[config.mk]
export PLATFORM = sky130hd
export DESIGN_NAME = cla_seq_adder_ctrl
export DESIGN_NICKNAME = d
export VERILOG_FILES = /design/src/rtl/cla_seq_adder_ctrl.sv
export SDC_FILE = /design/constraint.sdc
export NUM_CORES = 1
export LEC_CHECK = 0
export CAP_MARGIN = 20
export CORE_MARGIN = 2
export CORE_UTILIZATION = 49
export CTS_BUF_LIST = sky130_fd_sc_hd__clkbuf_8
export DETAILED_ROUTE_END_ITERATION = 6
export PLACE_DENSITY = 0.82
export RECOVER_POWER = 25
export SYNTH_ARGS = -nofsm -noshare
export SYNTH_HDL_FRONTEND = slang
export SYNTH_SLANG_ARGS = --single-unit
[constraint.sdc]
create_clock -name clk -period 3.3 [get_ports clk]
set_input_delay 0.495 -clock clk [delete_from_list [all_inputs] [get_ports clk]]
set_output_delay 0.495 -clock clk [all_outputs]
set_load 0.05 [all_outputs]
[src/rtl/cla_seq_adder_ctrl.sv]
// Sequential WIDTH-bit adder that reuses one 4-bit carry-lookahead slice, LS nibble first.
// Optional subtract support is compiled in with `define CLA_SEQ_SUB_EN.
module cla_seq_adder_ctrl #(
    parameter int WIDTH = 16
) (
    input  logic             clk,
    input  logic             rst,
    input  logic             start,
    input  logic [WIDTH-1:0] a,
    input  logic [WIDTH-1:0] b,
    input  logic             cin,
`ifdef CLA_SEQ_SUB_EN
    input  logic             sub,
`endif
    output logic             busy,
    output logic             done,
    output logic [WIDTH-1:0] sum,
    output logic             cout
);

    localparam int NSL = WIDTH / 4;
    localparam int IW  = (NSL > 1) ? $clog2(NSL) : 1;
    localparam logic [IW-1:0] LAST_IDX = IW'(NSL - 1);

    typedef enum logic [1:0] {IDLE, RUN, DONE} state_t;

    state_t           state_q;
    logic [WIDTH-1:0] a_q, b_q, sum_q;
    logic             carry_q, cout_q, busy_q, done_q;
    logic [IW-1:0]    idx_q;
`ifdef CLA_SEQ_SUB_EN
    logic             sub_q;
`endif

    logic [3:0] a_nib, b_nib, g, p, nib_sum_d;
    logic [4:0] c;
    logic       carry_d;

    // One 4-bit lookahead slice: every carry is a flat function of g/p and the slice carry-in.
    always_comb begin
        a_nib = a_q[4*idx_q +: 4];
        b_nib = b_q[4*idx_q +: 4];
`ifdef CLA_SEQ_SUB_EN
        b_nib = b_nib ^ {4{sub_q}};
`endif
        g    = a_nib & b_nib;
        p    = a_nib ^ b_nib;
        c[0] = carry_q;
        c[1] = g[0] | (p[0] & c[0]);
        c[2] = g[1] | (p[1] & g[0]) | (p[1] & p[0] & c[0]);
        c[3] = g[2] | (p[2] & g[1]) | (p[2] & p[1] & g[0]) | (p[2] & p[1] & p[0] & c[0]);
        c[4] = g[3] | (p[3] & g[2]) | (p[3] & p[2] & g[1]) | (p[3] & p[2] & p[1] & g[0])
             | (p[3] & p[2] & p[1] & p[0] & c[0]);
        nib_sum_d = p ^ c[3:0];
        carry_d   = c[4];
    end

    always_ff @(posedge clk) begin
        if (rst) begin
            state_q <= IDLE;
            a_q     <= '0;
            b_q     <= '0;
            sum_q   <= '0;
            carry_q <= 1'b0;
            cout_q  <= 1'b0;
            idx_q   <= '0;
            busy_q  <= 1'b0;
            done_q  <= 1'b0;
`ifdef CLA_SEQ_SUB_EN
            sub_q   <= 1'b0;
`endif
        end else begin
            case (state_q)
                IDLE: begin
                    done_q <= 1'b0;
                    if (start) begin
                        a_q     <= a;
                        b_q     <= b;
                        sum_q   <= '0;
                        cout_q  <= 1'b0;
                        idx_q   <= '0;
`ifdef CLA_SEQ_SUB_EN
                        sub_q   <= sub;
                        // Two's-complement subtract: the +1 enters as the initial carry.
                        carry_q <= sub ? 1'b1 : cin;
`else
                        carry_q <= cin;
`endif
                        busy_q  <= 1'b1;
                        state_q <= RUN;
                    end
                end
                RUN: begin
                    sum_q[4*idx_q +: 4] <= nib_sum_d;
                    carry_q             <= carry_d;
                    if (idx_q == LAST_IDX) begin
                        cout_q  <= carry_d;
                        busy_q  <= 1'b0;
                        done_q  <= 1'b1;
                        state_q <= DONE;
                    end else begin
                        idx_q <= idx_q + IW'(1);
                    end
                end
                DONE: begin
                    done_q  <= 1'b0;
                    state_q <= IDLE;
                end
                default: begin
                    busy_q  <= 1'b0;
                    done_q  <= 1'b0;
                    state_q <= IDLE;
                end
            endcase
        end
    end

    assign busy = busy_q;
    assign done = done_q;
    assign sum  = sum_q;
    assign cout = cout_q;

endmodule
==> impl_metrics.toml <==
[cells_and_area]
final_common_cell = "sky130_fd_sc_hd__nand2_1"
final_cell_utilization_of_the_core_pct = 63.27
layout_cell_share_with_drive_strength_beyond_1_pct = 9.880
layout.cell_area.non_filler_um2 = 3252
final_net_count = 380
antenna_cells = 0
layout.cells.most_common_list = "sky130_fd_sc_hd__nand2_1, sky130_fd_sc_hd__dfxtp_1, sky130_fd_sc_hd__clkdlybuf4s50_1"
fillerInstances = 480
areaGrowthSynthToFinish_pct = 23.41

[logic_synthesis]
postSynthCellCount = 285
synth.net_count = 332
synth_enable_flop_cells = 0
synth-compound-area-share_pct = 17.95
synth.ff_latch_count = 56
yosys-top-cells-area = "sky130_fd_sc_hd__dfxtp_1, sky130_fd_sc_hd__nand2_1, sky130_fd_sc_hd__a21oi_1"
synth-async-reset-ratio_pct = 0
synth_largest_area_cell = "sky130_fd_sc_hd__dfxtp_1"
synth_largest_type_area_fraction_pct = 42.55
ys_seq_area_share_pct = 42.55
synth.lib_cells_used.distinct = 49
largest_family_of_logic_cells_by_synthesized_area = "simple AND/OR/NAND/NOR gates"
synthesis.yosys.warnings = 0
post_synthesis_mux_area_share_pct = 7.407
synth.cell_area_um2 = 2635
synth_xor_xnor_area_share_pct = 0.9497
synth_flop_cell = "sky130_fd_sc_hd__dfxtp_1"
synth_simple_gate_area_share_pct = 19.99
average_footprint_of_a_synthesized_cell_um2 = 9.246
synth_adder_area_share_pct = 5.508

[floorplan]
floorplan.die.width_um = 77.33
floorplan.initialDensity_pct = 51.27
die_area_um2 = 5980
core_region_area_um2 = 5140
die_h_um = 77.33
row_count = 26
boundaryPins = 55

[setup_path]
required_ns = 3.50
start_kind = "flip-flop"
timing.critical_path.cells = "mux4_2 > ha_1 > a211o_1 > a21oi_2 > xor2_2 > o31ai_1"
critical_path.top_delay_family = "flip-flops"
worstReg2RegStart = "idx_q[1]"
cpPeakStageDelay_ns = 0.68
timing.critical_path.fanout_max = 14
worst_setup_path_end_kind = "flip-flop"
worst-r2r-setup-slack_ns = 0.69
timing.setup.critical_path_class = "flip-flop to flip-flop"
worst_ep_arrival_time_ns = 2.81
setup.worst_path.start = "idx_q[1]"
critical_path.n_buffers_inverters = 0
cp_slowest_cell = "sky130_fd_sc_hd__dfxtp_1"

[placement]
buffer_ports.inserted = 54
cell_area_placed_um2 = 3157
finalWeightedCongestion = 0.8157
preCtsSetupSlack_ns = 0.6899
hpwlAfterDp_mm = 4.241

[grt]
grt_usage_pct = 20.03
grt_pass1_vias = 2102
grt_max_degree = 35
number_of_antenna_violations_at_the_first_check_in_global_routing = 0
globalRouteOverflowTotal = 0
global_route_wire_length_before_repair_mm = 9.749

[clocking]
htree_num_levels = 2
clock_sinks = 56
root_buffer_master = "sky130_fd_sc_hd__clkbuf_8"
hold_bufs_inserted_after_cts = 0
clock_insertion_delay_worst_skew_ns = 0.31
clock_tree_from_tritoncts = "built"
ctsLongestPathBuffers = 2
post-cts-setup-buffers = 0
cts_resized = 0
numCtsBuffers = 5
cts.reportedPaths.clkPinSlew_ns = 0.10

[route]
postRouteAntennaNets = 0
drcViolationCount = 0
routed_via_density = 5.386
finalWirelength_mm = 5.780
drt_iter0_drc = 92
vias = 2176
post_drt_wl_per_cell_um = 14.31
drt-pass1-iter-count = 4

[sta]
hold-worst-slack_ns = 0.4590
maxClockFrequency_mhz = 382.8
grt_setup_unrepaired = "no"
timing_max_transition_violations_final = 0
tightestPinTransition_ns = 1.202
finalSetupViolations = 0
skew_ns = 0.007051
finalCritPeriodShare_pct = 79.15
final.min_clock_period_ns = 2.612
timing.setup.tns_ns = 0
setup_slack_ns = 0.6879
timing.max_slew.rel_slack_pct = 19.89
hold_fails_final_rpt = 0

[pwr]
total_leakage_power_nw = 1.262
worst_ir_drop_vdd_v = 0.0002966
power.density_nw_per_um2 = 412.0

[min_path]
hold_path_class = "flip-flop to flip-flop"
holdCritStartpoint = "a_q[1]"

[run]
drv.max_cap_violation_count = 0

[run_status]
status = "completed"
## cell families after synthesis
group,after synthesis
compound gates,72
xor+xnor,2
fa+ha+maj,11
buf+inv,23
flops,56
mux,9
simple gates,112
## registers in the layout, indices dropped and copies added, names as in the netlist, 2 cells and up
name / count
b_q: 16
state_q: 2
idx_q: 2
a_q: 16
sum: 16
## stage by stage
step / std cells / total power, mW
5_1_grt: 404 / 1.399
4_1_cts: 403 / 1.348
2_1_floorplan: 285 / 0.9031
3_3_place_gp: 395 / 0.9728
3_5_place_dp: 395 / 0.9805
6_report: 404 / 1.340
## per-layer routing
metal  track usage, %  part of all wire, %
met4            5.714                  1.2
met2            34.35                   49
met1            25.56                   44
met5                0                    0
met3            4.186                  5.0
## worst min-delay path: cells and delay by family (launching register included)
kind / cells / cell delay [ns]
AOI/OAI and AO/OA: 1 / 0.05
and+or+nand+nor: 1 / 0.05
DFF: 1 / 0.32
## path summary, 6_finish.rpt
path | endpoint | depth (start not counted)
worst max-delay path | sum[7] | 6
worst max register to register | sum[7] | 6
worst min-delay path | a_q[1] | 2
worst min register to register | a_q[1] | 2
## synth_stat cells, types with 2 or more instances
cell type	count
sky130_fd_sc_hd__nand2_1	72
sky130_fd_sc_hd__dfxtp_1	56
sky130_fd_sc_hd__a21oi_1	36
sky130_fd_sc_hd__nor2_1	18
sky130_fd_sc_hd__ha_1	10
sky130_fd_sc_hd__a22oi_1	9
sky130_fd_sc_hd__mux4_2	8
sky130_fd_sc_hd__buf_2	5
sky130_fd_sc_hd__buf_6	5
sky130_fd_sc_hd__inv_1	5
sky130_fd_sc_hd__nand3b_1	5
sky130_fd_sc_hd__a32oi_1	4
sky130_fd_sc_hd__clkbuf_1	4
sky130_fd_sc_hd__nand2b_1	4
sky130_fd_sc_hd__a21o_1	3
sky130_fd_sc_hd__a21o_2	3
sky130_fd_sc_hd__a211o_1	2
sky130_fd_sc_hd__a211oi_1	2
sky130_fd_sc_hd__buf_4	2
sky130_fd_sc_hd__o21bai_1	2
sky130_fd_sc_hd__o31ai_1	2
## layout make-up
cell class / instances / area (um2) / share of cell area [%]
multi-input combinational: 206 / 1363 / 41.90
sequential: 56 / 1121 / 34.47
timing repair buffer: 58 / 569.3 / 17.51
tap: 70 / 87.58 / 2.693
clock buffer: 5 / 68.82 / 2.116
inverter: 6 / 25.02 / 0.7695
clock inverter: 3 / 17.52 / 0.5387
## report_power, final
group          leakage [nW]  switching (mW)  total [mW]  internal, mW
Sequential            0.457          0.0259       0.731         0.706
Combinational         0.755           0.122       0.237         0.115
Clock                0.0497           0.223       0.372         0.149
Note: power is estimated with default switching activity, not from simulation.
